## config.mk

```make
export PLATFORM = sky130hd
export DESIGN_NAME = top
export DESIGN_NICKNAME = d
export VERILOG_FILES = /design/src/rtl/spi_pkg.sv /design/src/rtl/spi_ram.sv /design/src/rtl/spi_slave.sv /design/src/rtl/top.sv
export SDC_FILE = /design/constraint.sdc
export NUM_CORES = 2
export LEC_CHECK = 0
export ABC_AREA = 0
export CORE_AREA = 2 2 386 388
export CTS_CLUSTER_DIAMETER = 60
export DETAILED_ROUTE_END_ITERATION = 16
export DIE_AREA = 0 0 388 390
export PLACE_DENSITY = 0.74
export SYNTH_ARGS = -nofsm -noshare
export SYNTH_HDL_FRONTEND = slang
export SYNTH_HIERARCHICAL = 1
export SYNTH_SLANG_ARGS = --single-unit
```

## constraint.sdc

```tcl
create_clock -name clk -period 3.9 [get_ports clk]
set_input_delay 0.39 -clock clk [delete_from_list [all_inputs] [get_ports clk]]
set_output_delay 0.39 -clock clk [all_outputs]
set_load 0.02 [all_outputs]
```

## src/rtl/spi_pkg.sv

```systemverilog
// spi_pkg: shared FSM state encoding and frame opcodes for the SPI RAM slice
package spi_pkg;
  localparam logic [2:0] IDLE      = 3'd0;
  localparam logic [2:0] CHK_CMD   = 3'd1;
  localparam logic [2:0] WRITE     = 3'd2;
  localparam logic [2:0] READ_ADD  = 3'd3;
  localparam logic [2:0] READ_DATA = 3'd4;
  localparam logic [1:0] OP_WR_ADDR = 2'b00;
  localparam logic [1:0] OP_WR_DATA = 2'b01;
  localparam logic [1:0] OP_RD_ADDR = 2'b10;
  localparam logic [1:0] OP_RD_DATA = 2'b11;
endpackage

```

## src/rtl/spi_ram.sv

```systemverilog
// spi_ram: single-port RAM driven by decoded SPI frames (address/data/read opcodes)
module spi_ram
  import spi_pkg::*;
#(
  parameter int ADDR_SIZE = 8,
  parameter int MEM_DEPTH = 256
) (
  input  logic       clk,
  input  logic       rst,
  input  logic [9:0] rx_data,
  input  logic       rx_valid,
  output logic [7:0] tx_data,
  output logic       tx_valid
);
  logic [ADDR_SIZE-1:0] mem [0:MEM_DEPTH-1];
  logic [ADDR_SIZE-1:0] wr_addr;
  logic [ADDR_SIZE-1:0] rd_addr;
  // execute one opcode per rx_valid; storage is never cleared and reset blocks writes
  always_ff @(posedge clk) begin
    if (rst) begin
      wr_addr  <= '0;
      rd_addr  <= '0;
      tx_data  <= '0;
      tx_valid <= 1'b0;
    end else begin
      tx_valid <= 1'b0;
      if (rx_valid) begin
        case (rx_data[9:8])
          OP_WR_ADDR: wr_addr <= ADDR_SIZE'(rx_data[7:0]);
          OP_WR_DATA: if (32'(wr_addr) < MEM_DEPTH) mem[wr_addr] <= ADDR_SIZE'(rx_data[7:0]);
          OP_RD_ADDR: rd_addr <= ADDR_SIZE'(rx_data[7:0]);
          default: begin
            tx_data  <= (32'(rd_addr) < MEM_DEPTH) ? 8'(mem[rd_addr]) : 8'h00;
            tx_valid <= 1'b1;
          end
        endcase
      end
    end
  end
endmodule

```

## src/rtl/spi_slave.sv

```systemverilog
// spi_slave: deserialises 10-bit MOSI frames and serialises read data onto MISO
module spi_slave
  import spi_pkg::*;
(
  input  logic       clk,
  input  logic       rst,
  input  logic       ss_n,
  input  logic       mosi,
  input  logic [7:0] tx_data,
  input  logic       tx_valid,
  output logic       miso,
  output logic [9:0] rx_data,
  output logic       rx_valid
);
  logic [2:0] state;
  logic [3:0] bit_cnt;
  logic [8:0] sh;
  logic       rd_flag;
  logic [7:0] tx_sh;
  logic [3:0] tx_cnt;
  // frame FSM, 10-bit receive shifter, and 8-bit transmit shifter in READ_DATA
  always_ff @(posedge clk) begin
    if (rst) begin
      state    <= IDLE;
      bit_cnt  <= '0;
      sh       <= '0;
      rd_flag  <= 1'b0;
      tx_sh    <= '0;
      tx_cnt   <= '0;
      miso     <= 1'b0;
      rx_data  <= '0;
      rx_valid <= 1'b0;
    end else begin
      rx_valid <= 1'b0;
      if (ss_n) begin
        state   <= IDLE;
        bit_cnt <= '0;
        tx_cnt  <= '0;
        miso    <= 1'b0;
      end else begin
        case (state)
          IDLE:    state <= CHK_CMD;
          CHK_CMD: state <= !mosi ? WRITE : rd_flag ? READ_DATA : READ_ADD;
          WRITE, READ_ADD, READ_DATA: begin
            if (bit_cnt < 4'd10) begin
              sh      <= {sh[7:0], mosi};
              bit_cnt <= bit_cnt + 4'd1;
              if (bit_cnt == 4'd9) begin
                rx_data  <= {sh, mosi};
                rx_valid <= 1'b1;
                if (sh[8:7] == OP_RD_ADDR) rd_flag <= 1'b1;
              end
            end else if (state == READ_DATA) begin
              if (tx_cnt == 4'd0 && tx_valid) begin
                miso   <= tx_data[7];
                tx_sh  <= {tx_data[6:0], 1'b0};
                tx_cnt <= 4'd1;
              end else if (tx_cnt == 4'd8) begin
                miso    <= 1'b0;
                tx_cnt  <= 4'd0;
                rd_flag <= 1'b0;
              end else if (tx_cnt != 4'd0) begin
                miso   <= tx_sh[7];
                tx_sh  <= {tx_sh[6:0], 1'b0};
                tx_cnt <= tx_cnt + 4'd1;
              end
            end
          end
          default: state <= IDLE;
        endcase
      end
    end
  end
endmodule

```

## src/rtl/top.sv

```systemverilog
// top: SPI slave front end wired to its backing RAM
module top #(
  parameter int ADDR_SIZE = 8,
  parameter int MEM_DEPTH = 256
) (
  input  logic clk,
  input  logic rst_n,
  input  logic SS_n,
  input  logic MOSI,
  output logic MISO
);
  logic [9:0] rx_data;
  logic       rx_valid;
  logic [7:0] tx_data;
  logic       tx_valid;
  spi_slave slave (
    .clk(clk), .rst(rst_n), .ss_n(SS_n), .mosi(MOSI), .tx_data(tx_data),
    .tx_valid(tx_valid), .miso(MISO), .rx_data(rx_data), .rx_valid(rx_valid)
  );
  spi_ram #(.ADDR_SIZE(ADDR_SIZE), .MEM_DEPTH(MEM_DEPTH)) ram (
    .clk(clk), .rst(rst_n), .rx_data(rx_data), .rx_valid(rx_valid),
    .tx_data(tx_data), .tx_valid(tx_valid)
  );
endmodule

```

==> flow_summary.toml <==
[synth]
yosysMostFrequentCell = "edfxtp_1"
synthCells = 4103
synth_edf_count = 2048
yosys-top-cells-count = "2048 x edfxtp_1, 334 x nor2_1, 289 x mux4_2, 276 x mux2i_1, 139 x mux4_1"
yosysUniqueCellTypes = 78
async_flop_share_pct = 0
synth_seq_area_share_pct = 75.23
synthFlopType = "edfxtp_1"
synthTopCellsByArea = "edfxtp_1 74%, mux4_2 7.8%, mux4_1 4.4%"
synth_seq_cells = 2113
yosysWarnings = 6
synth_nets = 4111
synth_top_area_share_pct = 73.67
yosys.area.top_type = "edfxtp_1"
synth.avg_cell_area_um2 = 20.34
netlist_area_um2 = 83480

[timing]
hold_violations = 0
layout_min_cycle_time_ns = 3.809
setup_viol = 0
fmax_mhz = 262.5
tightest_slew_ns = 1.459
fin_tns_setup_ns = 0
period_share_pct = 97.68
rsz0062_at_grt = "false"
skew_ns = 0.03536
slew_violations = 0
holdWs_ns = 0.3316
max-slew-margin-rel_pct = 2.253

[placed_design]
place.gp.congestion = 0.8933
dp_hpwl_mm = 132.8
numPortBuffers = 4

[critical_path]
path_class = "flip-flop to flip-flop"
worstSetupStartpointType = "flip-flop"
critPathArrivalTime_ns = 4.52
end_kind = "flip-flop"
cp_max_fo = 24
worst_ep_required_time_ns = 4.61

[power]
irDropWorstVdd_mv = 0.4891
leakagePower_nw = 29.54
power.density_nw_per_um2 = 468.9

[floorplan]
start_util_pct = 56.73
fp.dieH_um = 390
core_um2 = 147100
num_io_pins = 5
die_w_um = 388
dieArea_um2 = 151300
rows = 141

[clock_tree]
clockBufferDepth = 3
cts_sinks = 2113
cts_tree = "yes"
clkTransAtPathRegs_ns = 0.06
post_cts_buffers = 0
cts_made_buffers = 201
root_buffer = "clkbuf_16"
clock_latency_ns = 0.84
h-tree-depth = 4

[job]
maxCapViolCount = 0

[global_route]
grt_overflow = 0
track_usage_pct = 28.16
antenna_found_initial = 8
grt_pass1_wl_mm = 304.4
grt_pass1_vias = 42318
grt_max_degree = 142

[finish]
layout.nets = 4334
layout-drive-gt1-share_pct = 19.76
area_growth_pct = 11.33

[drt]
via_per_inst = 6.777
wl_mm = 212.1
wl_per_cell_um = 33.00
vias = 43568
first_pass_iters = 9
final_antenna_net_count = 0
first_iter_violations = 6099
drc_errors = 0

[status]
status = "finished, final reports clean"

[min_path]
min_path_type = "primary input to flip-flop"
==> cell families after synthesis <==
group | Yosys count | synth area share, %
mux | 709 | 15.55
simple gates | 658 | 3.474
fa+ha+maj | 4 | 0.05996
xor+xnor | 2 | 0.02099
compound gates | 356 | 3.185
flops | 2113 | 75.23
buf+inv | 261 | 2.478
==> power by group <==
| part | leakage, nW | switching, W | internal (W) | total, W |
|---|---|---|---|---|
| clock network | 3.14 | 0.00831 | 0.0107 | 0.0191 |
| registers | 20.5 | 0.00000234 | 0.0245 | 0.0245 |
| logic | 5.94 | 0.0000209 | 0.00000773 | 0.0000286 |
| total | 29.5 | 0.00833 | 0.0352 | 0.0436 |
==> layout make-up <==
class | count | area (um^2)
Multi-Input combinational cell | 1729 | 18660
Tap cell | 1930 | 2415
Inverter | 10 | 42.54
Timing Repair Buffer | 271 | 2517
Fill cell | 9571 | 54200
Clock buffer | 246 | 5263
Clock inverter | 124 | 1172
Antenna cell | 6 | 15.01
Sequential cell | 2113 | 62850
==> worst paths after layout <==
path,slack [ns],startpoint,depth (start not counted),endpoint
setup reg to reg,0.09,ram/rd_addr[0],9,ram/tx_data[4]
hold / removal,0.33,MOSI,3,slave/sh[0]
setup / recovery,0.09,ram/rd_addr[0],9,ram/tx_data[4]
hold reg to reg,0.49,slave/tx_sh[1],2,slave/tx_sh[1]
==> worst max-delay path: stages, from the launching register on <==
cell and delay [ns]:
dfxtp_4 0.81, buf_12 0.22, buf_4 0.28, mux4_1 0.61, a22oi_1 0.23, nand3_1 0.22
a31oi_1 0.67, buf_4 0.23, or4_1 0.25, o211ai_2 0.11
==> repair_timing <==
action / 4_1_cts / 5_1_grt
setup endpoints to repair: 0 / 1
gates resized for setup: 0 / 1
hold buffers: 1 / 0
hold endpoints to repair: 1 / 0
==> stage by stage <==
step	util (%)	instance area, um^2	setup WS, ns	instances	power, W
after floorplan	-	83490	1.211	4103	0.02500
final	63.16	92930	0.09065	6429	0.04358
after CTS	63.15	92910	0.04536	6423	0.04379
after global routing	63.15	92920	0.1124	6423	0.04466
after detailed placement	58.77	86470	0.03288	6052	0.02500
after global placement	58.77	86470	0.1420	6052	0.02500
==> layer usage <==
metal  global-route usage (%)  wire length [um]  part of all wire [%]
met3                    7.287             25560                    12
met4                    13.04             10480                   4.9
met1                    39.07             78150                    37
met5                        0                20                0.0094
met2                    42.45             97930                    46
==> layout by cell type, fill, tap and decap left out, types with 8 or more instances in the layout <==
cell type and instances:
a211oi_1 30, a21oi_1 38, a22oi_1 54, a31oi_1 14, a32oi_1 12, buf_12 38
buf_4 228, bufinv_16 17, clkbuf_1 42, clkbuf_16 204, clkinv_1 46, clkinv_2 38
dfxtp_1 53, dfxtp_4 12, edfxtp_1 2048, inv_1 8, mux2i_1 276, mux4_1 139
mux4_2 289, nand2_1 125, nand2b_1 14, nand3_1 61, nand4_1 22, nor2_1 333
nor2b_1 14, nor3_1 31, o21ai_0 31, o221ai_1 45, o22ai_1 65
==> state kept, by name, indices dropped and copies added, names as in the netlist, 3 cells and up <==
name and cells:
ram/mem 2048, slave/sh 9, slave/bit_cnt 4, ram/rd_addr 8, slave/tx_sh 7, ram/wr_addr 8, ram/tx_data 8, slave/tx_cnt 4
slave/state 3, slave/rx_data 10
Note: power is estimated with default switching activity, not from simulation.
